===== src/rtl/i2c_target_regfile.sv =====
// i2c_target_regfile: I2C target with an auto-incrementing byte-wide register file
// Ports: clk/reset (sync, active-high); scl_i/sda_i async pad inputs; sda_oe pulls SDA low;
// reg_q flat register file (reg k at [8k+7:8k]); wr_strobe/wr_index one-clk write notice;
// busy high from address match until STOP or return to IDLE.
// Optional: define I2C_GLITCH_FILTER_EN to add a FILTER_LEN-cycle persistence filter per line.
module i2c_target_regfile #(
  parameter logic [6:0] ADDRESS    = 7'h69,
  parameter int         NUM_REGS   = 16,
  parameter int         PTR_W      = $clog2(NUM_REGS),
  parameter int         FILTER_LEN = 3
) (
  input  logic                  clk,
  input  logic                  reset,
  input  logic                  scl_i,
  input  logic                  sda_i,
  output logic                  sda_oe,
  output logic [8*NUM_REGS-1:0] reg_q,
  output logic                  wr_strobe,
  output logic [PTR_W-1:0]      wr_index,
  output logic                  busy
);
  typedef enum logic [3:0] {
    IDLE, ADDR, ADDR_ACK, PTR, PTR_ACK, WDATA, RDATA, RDATA_ACK, WAIT_STOP
  } state_t;
  state_t                   state_q, state_d;
  logic [1:0]               scl_sync_q, scl_sync_d, sda_sync_q, sda_sync_d;
  logic                     scl_prev_q, scl_prev_d, sda_prev_q, sda_prev_d;
  logic                     scl_c, sda_c;
  logic [3:0]               cnt_q, cnt_d;
  logic [7:0]               sh_q, sh_d;
  logic [PTR_W-1:0]         ptr_q, ptr_d, ptr_inc, wr_index_q, wr_index_d;
  logic [NUM_REGS-1:0][7:0] regs_q, regs_d;
  logic                     rw_q, rw_d, sda_oe_q, sda_oe_d, busy_q, busy_d;
  logic                     wr_strobe_q, wr_strobe_d;
  logic                     scl_rise, scl_fall, start, stop, rx_done, load;
  assign scl_sync_d = {scl_sync_q[0], scl_i};
  assign sda_sync_d = {sda_sync_q[0], sda_i};
`ifdef I2C_GLITCH_FILTER_EN
  localparam int CW = $clog2(FILTER_LEN + 1);
  logic          scl_flt_q, scl_flt_d, sda_flt_q, sda_flt_d;
  logic [CW-1:0] scl_cnt_q, scl_cnt_d, sda_cnt_q, sda_cnt_d;
  // A filtered level only follows the synchronised one after FILTER_LEN consecutive differing samples.
  always_comb begin
    scl_cnt_d = (scl_sync_q[1] == scl_flt_q || scl_cnt_q == CW'(FILTER_LEN - 1)) ? '0 : scl_cnt_q + 1'b1;
    scl_flt_d = (scl_cnt_q == CW'(FILTER_LEN - 1)) ? scl_sync_q[1] : scl_flt_q;
    sda_cnt_d = (sda_sync_q[1] == sda_flt_q || sda_cnt_q == CW'(FILTER_LEN - 1)) ? '0 : sda_cnt_q + 1'b1;
    sda_flt_d = (sda_cnt_q == CW'(FILTER_LEN - 1)) ? sda_sync_q[1] : sda_flt_q;
  end
  assign scl_c = scl_flt_q;
  assign sda_c = sda_flt_q;
`else
  assign scl_c = scl_sync_q[1];
  assign sda_c = sda_sync_q[1];
`endif
  assign scl_prev_d = scl_c;
  assign sda_prev_d = sda_c;
  assign scl_rise   = scl_c & ~scl_prev_q;
  assign scl_fall   = ~scl_c & scl_prev_q;
  assign start      = scl_c & scl_prev_q & ~sda_c & sda_prev_q;
  assign stop       = scl_c & scl_prev_q & sda_c & ~sda_prev_q;
  assign rx_done    = scl_fall && cnt_q == 4'd8;
  assign ptr_inc    = (ptr_q == PTR_W'(NUM_REGS - 1)) ? '0 : ptr_q + 1'b1;
  always_comb begin
    state_d     = state_q;
    cnt_d       = cnt_q;
    sh_d        = sh_q;
    ptr_d       = ptr_q;
    rw_d        = rw_q;
    regs_d      = regs_q;
    sda_oe_d    = sda_oe_q;
    busy_d      = busy_q;
    wr_strobe_d = 1'b0;
    wr_index_d  = wr_index_q;
    load        = 1'b0;
    if (stop) begin
      state_d  = IDLE;
      sda_oe_d = 1'b0;
    end else if (start) begin
      state_d  = ADDR;
      cnt_d    = '0;
      sda_oe_d = 1'b0;
    end else begin
      if (scl_rise && (state_q == ADDR || state_q == PTR || state_q == WDATA)) begin
        sh_d  = {sh_q[6:0], sda_c};
        cnt_d = cnt_q + 4'd1;
      end
      case (state_q)
        ADDR: if (rx_done) begin
          cnt_d = '0;
          if (sh_q[7:1] == ADDRESS && sh_q[7:1] != 7'h00) begin
            state_d  = ADDR_ACK;
            sda_oe_d = 1'b1;
            busy_d   = 1'b1;
            rw_d     = sh_q[0];
          end else state_d = IDLE;
        end
        ADDR_ACK: if (scl_fall) begin
          if (rw_q) load = 1'b1;
          else begin
            state_d  = PTR;
            sda_oe_d = 1'b0;
            cnt_d    = '0;
          end
        end
        PTR: if (rx_done) begin
          cnt_d = '0;
          if ({1'b0, sh_q} < 9'(NUM_REGS)) begin
            ptr_d    = sh_q[PTR_W-1:0];
            sda_oe_d = 1'b1;
            state_d  = PTR_ACK;
          end else state_d = WAIT_STOP;
        end
        PTR_ACK: if (scl_fall) begin
          state_d  = WDATA;
          sda_oe_d = 1'b0;
        end
        WDATA: if (rx_done) begin
          regs_d[ptr_q] = sh_q;
          wr_strobe_d   = 1'b1;
          wr_index_d    = ptr_q;
          ptr_d         = ptr_inc;
          sda_oe_d      = 1'b1;
          cnt_d         = '0;
          state_d       = PTR_ACK;
        end
        RDATA: if (scl_fall) begin
          if (cnt_q == 4'd8) begin
            sda_oe_d = 1'b0;
            state_d  = RDATA_ACK;
          end else begin
            sh_d     = {sh_q[6:0], 1'b0};
            sda_oe_d = ~sh_q[6];
            cnt_d    = cnt_q + 4'd1;
          end
        end
        // The shifter is idle here, so its LSB holds the master's ACK/NACK bit.
        RDATA_ACK: if (scl_rise) sh_d[0] = sda_c;
          else if (scl_fall) begin
            if (sh_q[0]) state_d = WAIT_STOP;
            else load = 1'b1;
          end
        IDLE, WAIT_STOP: ;
        default: state_d = IDLE;
      endcase
      // Pointer advances as each byte is loaded, so a later read continues after the last byte sent.
      if (load) begin
        sh_d     = regs_q[ptr_q];
        sda_oe_d = ~regs_q[ptr_q][7];
        ptr_d    = ptr_inc;
        cnt_d    = 4'd1;
        state_d  = RDATA;
      end
    end
    if (state_d == IDLE) busy_d = 1'b0;
  end
  always_ff @(posedge clk) begin
    if (reset) begin
      state_q     <= IDLE;
      scl_sync_q  <= '1;
      sda_sync_q  <= '1;
      scl_prev_q  <= 1'b1;
      sda_prev_q  <= 1'b1;
      cnt_q       <= '0;
      sh_q        <= '0;
      ptr_q       <= '0;
      rw_q        <= 1'b0;
      regs_q      <= '0;
      sda_oe_q    <= 1'b0;
      busy_q      <= 1'b0;
      wr_strobe_q <= 1'b0;
      wr_index_q  <= '0;
`ifdef I2C_GLITCH_FILTER_EN
      scl_flt_q   <= 1'b1;
      sda_flt_q   <= 1'b1;
      scl_cnt_q   <= '0;
      sda_cnt_q   <= '0;
`endif
    end else begin
      state_q     <= state_d;
      scl_sync_q  <= scl_sync_d;
      sda_sync_q  <= sda_sync_d;
      scl_prev_q  <= scl_prev_d;
      sda_prev_q  <= sda_prev_d;
      cnt_q       <= cnt_d;
      sh_q        <= sh_d;
      ptr_q       <= ptr_d;
      rw_q        <= rw_d;
      regs_q      <= regs_d;
      sda_oe_q    <= sda_oe_d;
      busy_q      <= busy_d;
      wr_strobe_q <= wr_strobe_d;
      wr_index_q  <= wr_index_d;
`ifdef I2C_GLITCH_FILTER_EN
      scl_flt_q   <= scl_flt_d;
      sda_flt_q   <= sda_flt_d;
      scl_cnt_q   <= scl_cnt_d;
      sda_cnt_q   <= sda_cnt_d;
`endif
    end
  end
  assign sda_oe    = sda_oe_q;
  assign reg_q     = regs_q;
  assign wr_strobe = wr_strobe_q;
  assign wr_index  = wr_index_q;
  assign busy      = busy_q;
endmodule


===== config.mk =====
export PLATFORM = sky130hd
export DESIGN_NAME = i2c_target_regfile
export DESIGN_NICKNAME = d
export VERILOG_FILES = /design/src/rtl/i2c_target_regfile.sv
export SDC_FILE = /design/constraint.sdc
export NUM_CORES = 1
export LEC_CHECK = 0
export BUFFER_PORTS_ARGS = -buffer_cell sky130_fd_sc_hd__buf_2
export CORE_ASPECT_RATIO = 1.2
export CORE_MARGIN = 1
export CORE_UTILIZATION = 51
export DETAILED_ROUTE_END_ITERATION = 6
export MAX_ROUTING_LAYER = met4
export PLACE_DENSITY = 0.77
export SLEW_MARGIN = 15
export SYNTH_ARGS = -nofsm -noshare
export SYNTH_HDL_FRONTEND = slang
export SYNTH_SLANG_ARGS = --single-unit

===== constraint.sdc =====
create_clock -name clk -period 1.8 [get_ports clk]
set_input_delay 0.36 -clock clk [delete_from_list [all_inputs] [get_ports clk]]
set_output_delay 0.36 -clock clk [all_outputs]
set_load 0.03 [all_outputs]

==> impl_results.md, run 1 <==
- Clock latency on the worst-skew pair: 440 ps
- Post-Layout Inst Area: 0.0109 mm2
- Cell count after synthesis: 849
- Core area: 0.0146 mm2
- Mapped Nets: 859
- Worst-path fanout max: 4
- Largest cells by area after synthesis: dfxtp_1, mux4_2, a21oi_1, o21ai_0, nand2_1
- Max-Cap Viols: 0
- Clock Path Buffers: 2
- Setup ws final: -227 ps
- IR drop worst, VDD: 0.566 mV
- Switching Share: 23.2%
- First-pass DRT Iterations: 6
- CTS tree: yes
- CTS H-tree lvls: 4
- Failing checks: negative setup slack
- Post-synthesis sequential area ratio: 42.0%
- Drt drc: 0
- CTS Buf Count: 17
- Worst slew pin tran: 528 ps
- Antenna violations before repair: 0
- Starting Density: 52.9%
- Comb power frac: 2.4%
- Yosys warns: 0
- NetSw: 1.79 mW
- Overall routed net length: 29,900 um
- Post-synthesis cell type count: 65
- First-pass GRT wire length: 42,300 um
- Pin count of the biggest net entering global routing: 82
- Layout cells sized above 1: 45.7%
- Layout area overhead: 40.7%
- Total die area: 0.0156 mm2
- WL per Instance: 23.5 um
- Reg power frac: 46.7%
- Hold Violations, Final: 0
- Setup-failing EPs final: 92
- RSZ-0062 raised after global routing: true
- Final non-filler cell total: 1,271
- Main synth FF type: dfxtp_1
- CP Capture Type: register
- Port Buffers: 138
- Area share of the leading cell type in the synthesized netlist: 42.0%
- Antenna cells: 0
- Total Power: 7.70 mW
- Slew Limit Fails: 0
- Routed vias/inst: 6.51
- Vias in the first global route: 7,682
- CP startpoint kind: register
- Total gr overflow: 0
- Final Skew: 10.9 ps
- Cells after DPL: 1,219
- Critical path data arrival time: 2380 ps
- Leakage: 4.20 nW
- Die X: 114 um
- Post-synth EDFFs: 0
- Cell Int Power: 5.91 mW
- Synthesized area per cell: 9.09 um2
- FILL cells: 906
- Max Fclk: 0.493 GHz
- CP Class: reg2reg
- Core Rows: 48
- Die extent in y: 137 um
- CTS Root Cell: clkbuf_16
- Mapped Area: 0.00772 mm2
- DP Area: 0.00928 mm2
- Pwr per Cell Area: 709 mW/mm2
- Routed Antenna Nets: 0
- Setup TNS: -7730 ps
- Tot GR Track Use: 36.7%
- Worst min path class: in2reg
- Asr flop ratio synth: 0%
- Worst-path clk slew: 70 ps
- Dpl ws: -171 ps
- Sink Count: 162
- Biggest area consumer among synthesized cells: dfxtp_1
- I/O pins: 139
- #FFs+latches synth: 162
- Min Tclk post-route: 2030 ps
- Outcome: finished, violations left
- Nets: 1,068
- Detailed-placement wirelength estimate: 17,600 um
- Clock power share: 50.8%
- Initial DRC count: 981
- DR vias: 8,279
- Count leader, synth: dfxtp_1
- Slew headroom: 64.8%
- Gp weighted congestion: 0.990
- WP data required: 2150 ps
- Post-synth top cells: dfxtp_1, nand2_1, a21oi_1
- Crit share post-route: 113%
==> power groups by stage <==
stage	logic, mW	registers (mW)	clock network, mW
global placement	0.159	3.68	0
finish	0.187	3.60	3.92
CTS	0.165	3.60	3.90
global route	0.195	3.60	4.08
detailed placement	0.158	3.68	0
floorplan	0.100	3.68	0
==> layout by cell type, fill, tap and decap left out, drive strengths merged, types with 10 or more instances in the layout <==
master | netlist | layout
buf | 17 | 261
dfxtp | 162 | 162
nand2 | 115 | 115
a21oi | 109 | 109
o21ai | 108 | 108
nor2 | 69 | 69
mux2i | 40 | 40
mux4 | 39 | 39
inv | 12 | 20
clkbuf | 56 | 19
nand4 | 11 | 11
nand3 | 10 | 10
==> path summary, 6_finish.rpt <==
check,start,endpoint,slack (ps),depth (start not counted)
max,cnt_q[0],reg_q[111],-230,10
min,scl_i,scl_sync_q[0],100,2
max reg2reg,cnt_q[0],reg_q[111],-230,10
min reg2reg,sda_sync_q[0],sda_sync_q[1],410,1
==> registers in the layout, indices dropped and copies added (netlist names) <==
name	cells
reg_q	128
sh_q	8
cnt_q	4
ptr_q	4
state_q	4
wr_index	4
scl_sync_q	2
sda_sync_q	2
busy	1
rw_q	1
scl_prev_q	1
sda_oe	1
sda_prev_q	1
wr_strobe	1
==> final cells by class <==
cell class	count	area (um2)	area share, %
multi-input cells	602	4700	43.2
well taps	200	250	2.30
clock buffers	18	439	4.04
inverters	12	45.0	0.415
flip-flops and latches	162	3260	30.0
clock inverters	14	186	1.72
repair buffers	263	1990	18.3
==> cells by family after synthesis <==
group | synth area share [%]
XOR/XNOR | 0.113
buffers and inverters | 4.88
adder cells (fa/ha/maj) | 0.972
AO/OA/AOI/OAI | 19.0
multiplexers | 16.6
AND/OR/NAND/NOR | 16.4
flip-flops | 42.0
==> metrics by stage <==
| step | utilization (%) | hold slack, ps |
|---|---|---|
| 2_1_floorplan | - | 389 |
| 3_3_place_gp | 63.6 | 398 |
| 6_report | 74.5 | 99.9 |
| 4_1_cts | 70.4 | 95.5 |
| 3_5_place_dp | 63.6 | 399 |
| 5_1_grt | 74.5 | 99.0 |
==> what timing repair did <==
action / CTS / global route
pin swaps: 19 / 51
hold buffers: 0 / 0
gates resized for setup: 69 / 195
cloned: 3 / 1
setup buffers: 10 / 9
endpoints found under the setup margin: 126 / 147
==> worst max-delay path: stages, from the launching register on <==
cell     delay (ps)
dfxtp_2         320
inv_2            80
ha_4            140
and3b_2         240
buf_12          140
nand4_4         230
buf_6           210
nor2_4          190
buf_4           160
nand2_1          60
a21oi_1         190
==> routing by layer <==
metal | vias up | track usage (%) | part of all wire [%]
met5 | - | - | 0
met2 | 669 | 59.2 | 48
met3 | 216 | 7.84 | 10
met1 | 3911 | 41.5 | 34
li1 | 3483 | - | -
met4 | 0 | 23.9 | 7.7
Note: power is estimated with default switching activity, not from simulation.
==> run 2: changes to the inputs <==
--- a/config.mk
+++ b/config.mk
@@ -5,6 +5,7 @@
 export SDC_FILE = /design/constraint.sdc
 export NUM_CORES = 1
 export LEC_CHECK = 0
+export ABC_AREA = 1
 export BUFFER_PORTS_ARGS = -buffer_cell sky130_fd_sc_hd__buf_2
 export CORE_ASPECT_RATIO = 1.2
 export CORE_MARGIN = 1
==> impl_results.md, run 2 <==
- Outcome: finished, violations left
- Failing checks: negative setup slack
- Initial DRC count: 899 (-8.4%)
- WP data required: 2110 ps (-40 ps)
- Simple-gate share of the synthesized area: 18.2% (+1.8 points)
- Critical path destination: reg_q[37]
- CTS Root Cell: clkbuf_16
- Worst min path class: in2reg
- Layout area overhead: 25.0%
- Final Skew: 10.0 ps (-0.844 ps)
- Routed Antenna Nets: 0 (unchanged)
- Cells after DPL: 1,422 (+17%)
- Asr flop ratio synth: 0% (unchanged)
- DR vias: 8,167 (-1.4%)
- Detailed-placement wirelength estimate: 17,100 um (-3.2%)
- Reg2Reg Setup Slack: -30 ps (+200 ps)
- Count leader, synth: a21oi_1
- Max-Cap Viols: 0 (unchanged)
- Post-synthesis sequential area ratio: 41.9% (-0.082 points)
- Adder-Cell Fraction of Synth Area: 0.970% (-0.0019 points)
- Dpl ws: 17.5 ps (+188 ps)
- Die extent in y: 137 um (about the same)
- CP Capture Type: register
- Most frequent cells in the layout: a21oi_1, dfxtp_1, o21ai_0
- Min Tclk post-route: 1830 ps (-196 ps)
- Mapped Nets: 1,111 (+29%)
- Sink Count: 162 (unchanged)
- Cell count after synthesis: 1,101 (+30%)
- Tot GR Track Use: 32.5% (-4.3 points)
- Hold Violations, Final: 0 (unchanged)
- Drt drc: 0 (unchanged)
- CTS tree: yes
- Total die area: 0.0157 mm2 (+0.19%)
- Main combinational cell family by area after synthesis: compound AO/OA/AOI/OAI gates
- Worst-path clk slew: 60 ps (about the same)
- Crit share post-route: 102% (-11 points)
- #FFs+latches synth: 162 (unchanged)
- Overall routed net length: 24,900 um (-17%)
- First-pass GRT wire length: 37,800 um (-11%)
- Die X: 114 um (about the same)
- WL per Instance: 17.0 um (-27%)
- Post-synthesis xor/xnor area fraction: 0.340% (+0.23 points)
- Post-synth EDFFs: 0 (unchanged)
- Leakage: 4.21 nW (+0.15%)
- Number of flip-flops in the largest register: 128 (unchanged)
- Total gr overflow: 0 (unchanged)
- Slew headroom: 69.8% (+5.0 points)
- Antenna cells: 0 (unchanged)
- Clock latency on the worst-skew pair: 430 ps (about the same)
- Biggest area consumer among synthesized cells: dfxtp_1
- Critical path data arrival time: 2140 ps (-240 ps)
- Pwr per Cell Area: 752 mW/mm2 (+6.0%)
- Core Rows: 48 (unchanged)
- Antenna violations before repair: 0 (unchanged)
- Pin count of the biggest net entering global routing: 87 (+6.1%)
- Layout cells sized above 1: 23.4% (-22 points)
- Worst-path fanout max: 16 (+12)
- Clock Path Buffers: 2 (unchanged)
- Mapped Area: 0.00774 mm2 (+0.19%)
- Setup ws final: -30.8 ps (+196 ps)
- Setup-failing EPs final: 2 (-98%)
- Synthesized area per cell: 7.03 um2 (-23%)
- CP startpoint kind: register
- Largest cells by area after synthesis: dfxtp_1, a21oi_1, o21ai_0, nand2_1, inv_1
- I/O pins: 139 (unchanged)
- IR drop worst, VDD: 0.616 mV (+8.8%)
- Smallest hold slack: 118 ps (+18.5 ps)
- Max Fclk: 0.546 GHz (+11%)
- R2r startpoint: cnt_q[1]
- CTS H-tree lvls: 4 (unchanged)
- CTS Buf Count: 17 (unchanged)
- Final non-filler cell total: 1,459 (+15%)
- Core area: 0.0146 mm2 (unchanged)
- Crit path launch: cnt_q[1]
- Post-synthesis mux area share: 0% (-17 points)
- Slew Limit Fails: 0 (unchanged)
- FF-to-FF End: reg_q[37]
- Main synth FF type: dfxtp_1
- Vias in the first global route: 7,270 (-5.4%)
- Hold_sp: sda_i
- RSZ-0062 raised after global routing: true
- Starting Density: 53.0% (+0.10 points)
- Area share of the leading cell type in the synthesized netlist: 41.9% (-0.082 points)
- Most common cell after layout, fill and taps aside: a21oi_1
- Post-synth top cells: a21oi_1, o21ai_0, dfxtp_1
- Post-synthesis cell type count: 36 (-45%)
- Nets: 1,262 (+18%)
- CP Class: reg2reg
- Gp weighted congestion: 0.915 (-7.5%)
- Hold Buf Count CTS: 0 (unchanged)
- First-pass DRT Iterations: 5 (-1)
- Worst slew pin tran: 448 ps (-79.3 ps)
- Port Buffers: 138 (unchanged)
- Worst r2r path cells: 9 (-1)
- Compound-cell area share of the yosys netlist: 27.3% (+8.3 points)
- Routed vias/inst: 5.60 (-14%)
- Yosys warns: 0 (unchanged)
-- run 2: changes by cell type in the layout (fill, tap and decap cells not counted), sizes merged, moves of 10 or more --
cell   previous run  this run
nor2             69        59
buf             261       207
nand3            10        63
o21ai           108       200
nand2           115       163
mux4             39         0
inv              20       134
a21oi           109       205
mux2i            40         0
-- run 2: layout make-up --
cell class	instances	area (um2)
clock buffers	20	457
clock inverters	6	86.3
fillers	1306	4930
inverters	136	514
multi-input cells	728	3760
flip-flops and latches	162	3250
well taps	200	250
repair buffers	207	1350
-- run 2: through the flow --
stage | power (mW) | setup TNS (ps) | area (um2) | util (%)
after floorplan | 3.80 | 0 | 7740 | -
after global placement | 3.85 | 0 | 8880 | 60.8
after detailed placement | 3.86 | 0 | 8880 | 60.8
after CTS | 7.27 | 0 | 9430 | 64.6
after global routing | 7.44 | -1260 | 9670 | 66.2
final | 7.27 | -37.8 | 9670 | 66.2
-- run 2: worst max-delay path: stages, from the launching register on --
cell and delay, ps:
dfxtp_1 320, inv_1 70, ha_2 190, nand3_2 100, nor2_4 200, nand2_8 140
nor2_8 240, nand2_4 160, o21ai_0 220, a21oi_1 60
-- run 2: power by group --
group / internal [mW] / total, mW / switching [mW] / leakage [nW]
Sequential: 3.59 / 3.60 / 0.00709 / 1.31
Clock: 2.06 / 3.48 / 1.41 / 0.265
Combinational: 0.0598 / 0.187 / 0.127 / 2.64
-- run 2: kinds of logic after synthesis --
logic type	after synthesis
AOI/OAI and AO/OA	417
xor gates and xnor gates	3
adders and majority gates	6
buffers and inverters	212
DFF	162
and+or+nand+nor	301
-- run 2: routing by layer --
metal | vias to the layer above | track usage, % | part of all wire [%]
li1 | 3951 | - | -
met1 | 3762 | 39.8 | 41
met3 | 82 | 5.45 | 6.9
met2 | 372 | 51.1 | 48
met4 | 0 | 17.2 | 4.5
met5 | - | - | 0
-- run 2: repair_timing --
| action | CTS | global route |
|---|---|---|
| cloned | 0 | 1 |
| pin swaps | 1 | 11 |
| resized for setup | 2 | 76 |
| buffers inserted | 2 | 8 |
| endpoints found under the setup margin | 3 | 130 |
-- run 2: how the worst min path moves through the flow --
| stage | to | depth (start not counted) | slack, ps |
|---|---|---|---|
| global route | scl_sync_q[0] | 2 | 120 |
| detailed placement | scl_sync_q[1] | 1 | 400 |
| floorplan | scl_sync_q[1] | 1 | 390 |
| global placement | sda_sync_q[1] | 1 | 400 |
| CTS | sda_sync_q[0] | 2 | 110 |
| finish | sda_sync_q[0] | 2 | 120 |
